$ cat src/rtl/ram_port_arbiter.sv
// Two-requester arbiter in front of a 1W/1R RAM: same-cycle grants,
// registered RAM port drive, and a 2-stage read-return pipeline.
// Params: width (data bits), depth (words), addr (address bits).
// Ports: clk, rst (sync, active-high); req/wr/addr/wdata per requester in;
//   gnt/rvalid/rdata per requester out; ram_we/ram_wr_addr/ram_wr_data,
//   ram_re/ram_rd_addr to the RAM; ram_d_out from the RAM.
module ram_port_arbiter #(
  parameter int width = 8,
  parameter int depth = 16,
  parameter int addr  = $clog2(depth)
) (
  input  logic             clk,
  input  logic             rst,
  input  logic             req0,
  input  logic             req1,
  input  logic             wr0,
  input  logic             wr1,
  input  logic [addr-1:0]  addr0,
  input  logic [addr-1:0]  addr1,
  input  logic [width-1:0] wdata0,
  input  logic [width-1:0] wdata1,
  output logic             gnt0,
  output logic             gnt1,
  output logic             rvalid0,
  output logic             rvalid1,
  output logic [width-1:0] rdata0,
  output logic [width-1:0] rdata1,
  output logic             ram_we,
  output logic [addr-1:0]  ram_wr_addr,
  output logic [width-1:0] ram_wr_data,
  output logic             ram_re,
  output logic [addr-1:0]  ram_rd_addr,
  input  logic [width-1:0] ram_d_out
);

  logic             prio_q, prio_d;
  logic             we_q, we_d;
  logic [addr-1:0]  wa_q, wa_d;
  logic [width-1:0] wd_q, wd_d;
  logic             re_q, re_d;
  logic [addr-1:0]  ra_q, ra_d;
  logic             own1_q, own1_d;
  logic             v2_q;
  logic             own2_q;

  logic both, mixed, same;
  logic solo0, solo1, hz, par, tie;
  logic g0, g1;
  logic w0g, w1g, r0g, r1g;

  assign both  = req0 & req1 & ~rst;
  assign mixed = wr0 ^ wr1;
  assign same  = (addr0 == addr1);
  assign solo0 = ~rst & req0 & ~req1;
  assign solo1 = ~rst & req1 & ~req0;
  assign hz    = both & mixed & same;
  assign par   = both & mixed & ~same;
  assign tie   = both & ~mixed;

  always_comb begin
    g0 = 1'b0;
    g1 = 1'b0;
    unique case (1'b1)
      solo0: g0 = 1'b1;
      solo1: g1 = 1'b1;
      // writer goes first so the read sees the new data
      hz: begin
        g0 = wr0;
        g1 = wr1;
      end
      par: begin
        g0 = 1'b1;
        g1 = 1'b1;
      end
      tie: begin
        g0 = ~prio_q;
        g1 = prio_q;
      end
      default: ;
    endcase
  end

  assign gnt0 = g0;
  assign gnt1 = g1;

  // On a refusal priority moves to the loser, i.e. away from the winner.
  always_comb begin
    prio_d = prio_q;
    if ((hz | tie) & ~(g0 & g1))
      prio_d = g0;
  end

  assign w0g = g0 & wr0;
  assign w1g = g1 & wr1;
  assign r0g = g0 & ~wr0;
  assign r1g = g1 & ~wr1;

  always_comb begin
    we_d   = w0g | w1g;
    wa_d   = w0g ? addr0 : addr1;
    wd_d   = w0g ? wdata0 : wdata1;
    re_d   = r0g | r1g;
    own1_d = ~r0g;
    ra_d   = own1_d ? addr1 : addr0;
  end

  always_ff @(posedge clk) begin
    if (rst) begin
      prio_q <= 1'b0;
      we_q   <= 1'b0;
      wa_q   <= '0;
      wd_q   <= '0;
      re_q   <= 1'b0;
      ra_q   <= '0;
      own1_q <= 1'b0;
      v2_q   <= 1'b0;
      own2_q <= 1'b0;
    end else begin
      prio_q <= prio_d;
      we_q   <= we_d;
      if (we_d) begin
        wa_q <= wa_d;
        wd_q <= wd_d;
      end
      re_q   <= re_d;
      if (re_d)
        ra_q <= ra_d;
      own1_q <= own1_d;
      // stage 2: RAM data is on ram_d_out while v2_q is set
      v2_q   <= re_q;
      own2_q <= own1_q;
    end
  end

  assign ram_we      = we_q;
  assign ram_wr_addr = wa_q;
  assign ram_wr_data = wd_q;
  assign ram_re      = re_q;
  assign ram_rd_addr = ra_q;

  assign rvalid0 = v2_q & ~own2_q;
  assign rvalid1 = v2_q & own2_q;
  assign rdata0  = rvalid0 ? ram_d_out : '0;
  assign rdata1  = rvalid1 ? ram_d_out : '0;

endmodule

$ cat config.mk
export PLATFORM = sky130hd
export DESIGN_NAME = ram_port_arbiter
export DESIGN_NICKNAME = d
export VERILOG_FILES = /design/src/rtl/ram_port_arbiter.sv
export SDC_FILE = /design/constraint.sdc
export NUM_CORES = 1
export LEC_CHECK = 0
export CORE_ASPECT_RATIO = 0.6
export CORE_MARGIN = 2
export CORE_UTILIZATION = 38
export CTS_CLUSTER_SIZE = 40
export DETAILED_ROUTE_END_ITERATION = 8
export PLACE_DENSITY = 0.83
export SKIP_CTS_REPAIR_TIMING = 1
export SLEW_MARGIN = 20
export SYNTH_ARGS = -nofsm -noshare
export SYNTH_HDL_FRONTEND = slang
export SYNTH_SLANG_ARGS = --single-unit
$ cat constraint.sdc
create_clock -name clk -period 2 [get_ports clk]
set_input_delay 0.3 -clock clk [delete_from_list [all_inputs] [get_ports clk]]
set_output_delay 0.3 -clock clk [all_outputs]
set_load 0.05 [all_outputs]
# Yosys cells after proc, flatten, opt, wreduce, memory -nomap -nowiden
# Index checks and enable logic that the tools add are counted.
# op_classes
eq_ne	1
muxes	7
n_bitwise	33
n_reduce_logical	2
# ops
op	n
2-to-1 mux 8 bit	3
bitwise AND 1 bit	18
NOT 1 bit	11
2-to-1 mux 4 bit	2
one-hot mux 1 bit (3 select lines)	2
equality test 4 bit	1
OR reduction 2 bit	2
OR 1 bit	3
bitwise XOR 1 bit	1
# totals
ff_bits	22
inputBits	38
out_inout_bits	38
elab_cells	52

# Depth between registers and ports, before layout
# Gate-level depths: netlist of the first run.
# depth
ltp_word	9
ltp_mapped	6

# Least setup slack after synthesis of the first run
# No wires, ideal clock.
# synth_timing
path_type	input -> output
from	input port addr0[2]
to	output port gnt1
t_arrival_ns	1.769
required_ns	1.700
setup_slack_ns	-0.069
cell_stages	5
path_buffers	1
path_cell_list	xor2_1 or4_1 buf_2 o21ai_0 a21oi_1
# synth_between
elab_chain_cells	5
# synth_rtl
item	line_no	text
start, declared	18	input logic [addr-1:0] addr0,
equality test 4 bit *	53	assign same = (addr0 == addr1);
NOT 1 bit	57	assign par = both & mixed & ~same;
bitwise AND 1 bit	57	
OR reduction 2 bit (no line)	--	
one-hot mux 1 bit (3 select lines) *	63	unique case (1'b1)
end, declared	23	output logic gnt1,
# Mark *: on every way between the ends. The rest lies on a longest branch, timed or not.

# Final worst setup path of the first run
# layout_timing
from	input port addr0[3]
to	output port gnt0
# layout_between
elab_chain_cells	5
# layout_rtl
item	line_no	text
equality test 4 bit *	53	
NOT 1 bit	57	
bitwise AND 1 bit	57	
OR reduction 2 bit (no line)	--	
one-hot mux 1 bit (3 select lines) *	63	
end, declared	22	output logic gnt0,
# Marked as above.

==> out/results.ini, run 1 <==
[place]
dp.cells=288
io_buffers=75
dp_hpwl_mm=3.382
place_congestion=0.8787
placed_area_um2=2472

[synth]
ys_top_cells_by_area=dfxtp_1 (33%), mux2i_1 (9.1%), a211oi_1 (9.1%), and2_1 (5.2%), nor2_1 (4.3%)
ys_seq_elements=22
synth-seq-area-share_pct=33.43
ys_async_sr_fraction_pct=0
yosysTopAreaCell=dfxtp_1
synth_edf_count=0
synth_cell_types=35
synthCells=148
synth.most_common_cell=dfxtp_1
syn_area_um2=1318
syn_avg_cell_area_um2=8.902
synth_top_cell_area_share_pct=33.43
synthFlopType=dfxtp_1
synthTopCellsByCount=dfxtp_1 (22), a211oi_1 (16), nor2_1 (15)
syn-num-nets=186
synth_warnings=0

[worst_setup_path]
arrival_ps=1630
critPathLaunchType=input pin
worst-path-max-fanout=2
crit_type=in2out
end_kind=primary output
worstPathRequired_ps=1700

[routing]
dr.first_iter.drc_count=30
first_pass_iters=4
ant_nets=0
vias=1514
routed_wl_mm=4.163
drc_errors=0
via_per_inst=5.167
wl_per_cell_um=14.21

[cts]
cts_buffers=3
cts_root_buf=clkbuf_8
clock_latency_ps=270
h-tree-depth=1
cts_buffer_depth=2
tritoncts=yes
cts.sinks=22
clkTransAtPathRegs_ps=80

[floorplan]
dieArea_um2=3970
core_area_um2=3283
start_util_pct=40.13
dieHeight_um=49.61
num_io_pins=76
die_x_um=80.02
rows=16

[global_route]
antenna_found_initial=0
first_global_vias=1430
grt_pass1_wl_mm=6.693
grt_overflow=0
track_usage_pct=21.26
grt_max_degree=22

[timing]
tightest_slew_ps=514.1
min_period_ps=1933
rsz0062_at_grt=false
fin_tns_setup_ps=0
setup_viol=0
maxSlewHeadroom_pct=65.62
fin_worst_skew_ps=3.949
final-hold-violation-count=0
slew_viol_final=0
max_freq_ghz=0.5174
finalCritPeriodShare_pct=96.63

[cells_and_area]
syn_to_final_growth_pct=94.97
drive_gt1_share_pct=27.42
n_antenna_cell=0
final_area_um2=2569
nets=287
fin_util_pct=78.24
fillerInstances=234
final_cells=293

[worst_hold_path]
hp-class=reg2reg

[run]
drv_cap=0

[power]
power_density_nw_per_um2=519.4
intPower_uw=886.9
power_frac_comb_pct=38.8
peakVddDrop_mv=0.3625
p_leak_uw=0.001137
power_frac_clock_pct=24.4
net-switching-power_uw=447.2
p_sw_share_pct=33.52
seqPwrFrac_pct=36.8

[run_status]
status=complete, no violations

[cell families after synthesis]
group | synth area share, %
xor gates and xnor gates | 3.324
DFF | 33.43
and+or+nand+nor | 22.03
muxes | 9.117
AOI/OAI and AO/OA | 27.26
buffers and inverters | 4.842
[placed cells by master (no fill, tap or decap), types with 6 or more instances in the layout]
cell type	n
clkdlybuf4s50_1	46
buf_4	32
dfxtp_1	22
buf_12	18
a211oi_1	16
nor2_1	15
mux2i_1	12
and2_1	11
and3_1	8
nor2b_1	6
dlymetal6s2s_1	6
[area by class of cell]
class | instances | area, um^2 | share of cell area [%]
multi-input combinational | 114 | 847.1 | 32.98
inverter | 2 | 7.507 | 0.2923
clock buffer | 4 | 55.05 | 2.143
sequential | 22 | 440.4 | 17.15
tap | 45 | 56.30 | 2.192
timing repair buffer | 106 | 1162 | 45.25
[critical path, stage by stage]
cell       delay, ps
clkbuf_2         110
xor2_2           180
buf_4            150
o41ai_4          390
o2111ai_1        170
and2_1           180
buf_6            150
[per-layer routing]
metal | track usage (%) | wire (um) | vias to the layer above
met5 | 0 | 0 | -
met4 | 3.672 | 21 | 0
met3 | 5.495 | 355 | 3
met2 | 35.14 | 1876 | 68
met1 | 28.36 | 1910 | 685
li1 | - | - | 758
[metrics by stage]
| step | worst slack, ps | total power [uW] | hold slack (ps) |
|---|---|---|---|
| after floorplan | 102.0 | 761.4 | 413.8 |
| after global placement | -418.1 | 999.1 | 417.8 |
| after detailed placement | -430.2 | 1011 | 437.9 |
| after CTS | -447.8 | 1331 | 455.8 |
| after global routing | 4.884 | 1393 | 481.5 |
| final | 67.43 | 1334 | 459.5 |
[flip-flops by register name (all words and copies together) (netlist names)]
register     count
ram_wr_data      8
ram_rd_addr      4
prio_q           1
ram_we           1
ram_wr_addr      4
v2_q             1
own2_q           1
ram_re           1
own1_q           1
[path summary, 6_finish.rpt]
kind,start,endpoint,slack [ps],depth (start not counted)
max,addr0[3],gnt0,70,7
min reg2reg,own1_q,own2_q,460,1
max reg2reg,prio_q,ram_rd_addr[2],500,4
min,own1_q,own2_q,460,1
[power groups by stage]
stage,combinational (uW),sequential [uW],clock (uW)
4_1_cts,511,491,330
2_1_floorplan,172,589,0
5_1_grt,549,495,349
3_3_place_gp,499,500,0
3_5_place_dp,510,500,0
6_report,518,490,326
Power figures use the tool's default switching activity.
==> run 2: changes to the inputs <==
--- a/config.mk
+++ b/config.mk
@@ -6,7 +6,7 @@
 export NUM_CORES = 1
 export LEC_CHECK = 0
 export CORE_ASPECT_RATIO = 0.6
-export CORE_MARGIN = 2
+export CORE_MARGIN = 5
 export CORE_UTILIZATION = 38
 export CTS_CLUSTER_SIZE = 40
 export DETAILED_ROUTE_END_ITERATION = 8
==> run 2 against run 1 <==
Net effect: critical path depth is the same; hold slack lost 17 ps; sequential cell count is the same; worst setup slack lost 65 ps; sequential power is essentially flat; critical endpoint unchanged; largest cell class unchanged; largest power group unchanged; highest routed layer unchanged.
==> out/results.ini, run 2 (synthesized netlist as in run 1, its figures left out) <==
[cells_and_area]
drive_gt1_share_pct=25.61  ; was 27.42%
mostFrequentLayoutCells=clkdlybuf4s50_1 (46), buf_4 (29), dfxtp_1 (22)  ; was clkdlybuf4s50_1 (46), buf_4 (32), dfxtp_1 (22)
layout_commonest_cell=clkdlybuf4s50_1  ; unchanged
nets=285  ; was 287
n_antenna_cell=0  ; unchanged
final_area_um2=2600  ; was 2569 um^2
fin_util_pct=78.71  ; was 78.24%
syn_to_final_growth_pct=97.34  ; was 94.97%
largest_register_ffs=8  ; unchanged

[routing]
dr.first_iter.drc_count=73  ; was 30
dr_wl_met2_mm=2.122  ; was 1.876 mm
routed_wl_mm=4.580  ; was 4.163 mm
top_layer=met4  ; unchanged
wl_per_cell_um=15.74  ; was 14.21 um
vias=1505  ; was 1514
ant_nets=0  ; unchanged
via_per_inst=5.172  ; was 5.167
dr_wl_met3_um=419  ; was 355 um
drc_errors=0  ; unchanged
first_pass_iters=4  ; unchanged
wl_met1_mm=2.030  ; was 1.910 mm

[worst_hold_path]
holdPathEnd=own2_q  ; unchanged
hold_start=own1_q  ; unchanged
hp-class=reg2reg  ; unchanged
whs_path_depth=1  ; unchanged

[place]
place_congestion=0.8865  ; was 0.8787
io_buffers=75  ; unchanged
dp_hpwl_mm=3.580  ; was 3.382 mm
pre_cts_ws_ps=-428.2  ; was -430.2 ps
placed_area_um2=2462  ; was 2472 um^2

[timing]
max_freq_ghz=0.5005  ; was 0.5174 GHz
min_period_ps=1998  ; was 1933 ps
maxSlewHeadroom_pct=65.18  ; was 65.62%
holdWs_ps=442.6  ; was 459.5 ps
setup_viol=0  ; unchanged
finalWorstSetupSlack_ps=2.155  ; was 67.43 ps
fin_tns_setup_ps=0  ; unchanged
fin_worst_skew_ps=1.530  ; was 3.949 ps
tightest_slew_ps=520.7  ; was 514.1 ps
final-hold-violation-count=0  ; unchanged
finalCritPeriodShare_pct=99.89  ; was 96.63%
slew_viol_final=0  ; unchanged

[global_route]
first_global_vias=1458  ; was 1430
grt_pass1_wl_mm=7.224  ; was 6.693 mm
track_usage_pct=18.21  ; was 21.26%
grt_overflow=0  ; unchanged
antenna_found_initial=0  ; unchanged
grt_max_degree=26  ; was 22

[worst_setup_path]
worst-path-max-fanout=2  ; unchanged
r2r_cells=4  ; unchanged
arrival_ps=1700  ; was 1630 ps
worstPathRequired_ps=1700  ; about the same
critPathLaunchType=input pin  ; unchanged
end_kind=primary output  ; unchanged
r2r-end=ram_rd_addr[3]  ; was ram_rd_addr[2]
r2r_setup_slack_ps=510  ; was 500 ps
crit_type=in2out  ; unchanged
reg2reg_from=prio_q  ; unchanged

[run_status]
status=complete, no violations  ; unchanged

[cts]
clock_latency_ps=260  ; was 270 ps
cts.sinks=22  ; unchanged
clkTransAtPathRegs_ps=90  ; was 80 ps
cts_buffers=3  ; unchanged
cts_buffer_depth=2  ; unchanged
h-tree-depth=1  ; unchanged
cts_root_buf=clkbuf_8  ; unchanged
tritoncts=yes  ; unchanged

[floorplan]
rows=16  ; unchanged
die_x_um=86.02  ; was 80.02 um
dieArea_um2=4783  ; was 3970 um^2
start_util_pct=39.89  ; was 40.13%
core_area_um2=3303  ; was 3283 um^2
num_io_pins=76  ; unchanged
dieHeight_um=55.61  ; was 49.61 um

[power]
power_density_nw_per_um2=553.9  ; was 519.4 nW/um^2
peakVddDrop_mv=0.5411  ; was 0.3625 mV
p_leak_uw=0.001165  ; was 0.001137 uW

[run]
drv_cap=0  ; unchanged

-- run 2: changes by cell type in the layout (fill, tap and decap cells not counted), sizes merged --
cell / before / now
buf: 51 / 49
bufinv: 0 / 1
clkbuf: 7 / 3
dlymetal6s2s: 6 / 9
-- run 2: layout make-up --
type	count	area, um^2
Fill cell	212	703.2
Clock inverter	1	30.03
Inverter	2	7.507
Clock buffer	3	41.29
Tap cell	45	56.30
Sequential cell	22	440.4
Timing Repair Buffer	104	1182
Multi-Input combinational cell	114	842.1
-- run 2: metal layers --
layer / GRT usage (%) / vias up
li1: - / 747
met1: 24.24 / 691
met2: 30.63 / 65
met3: 4.882 / 2
met4: 1.354 / 0
met5: 0 / -
-- run 2: how the worst max path moves through the flow --
stage / startpoint / endpoint / slack, ps / cells after the start
4_1_cts: addr0[2] / gnt1 / -440 / 6
3_3_place_gp: addr1[3] / gnt1 / -440 / 6
2_1_floorplan: v2_q / rdata0[0] / 100 / 3
5_1_grt: addr0[2] / gnt0 / -10 / 7
6_report: addr0[2] / gnt0 / 2 / 7
3_5_place_dp: addr0[2] / gnt1 / -430 / 6
-- run 2: critical path: stages --
cell	delay (ps)
dlymetal6s2s_1	160
xor2_2	200
buf_4	160
o41ai_4	360
o2111ai_1	180
and2_4	190
buf_6	140
-- run 2: metrics by stage --
step,cells,total power [uW]
after floorplan,148,761.4
after global placement,285,999.6
after detailed placement,285,1011
after CTS,289,1432
after global routing,291,1500
final,291,1440
-- run 2: power by group --
part | internal (uW) | switching (uW)
sequential | 470 | 21.2
clock | 267 | 158
combinational | 244 | 280
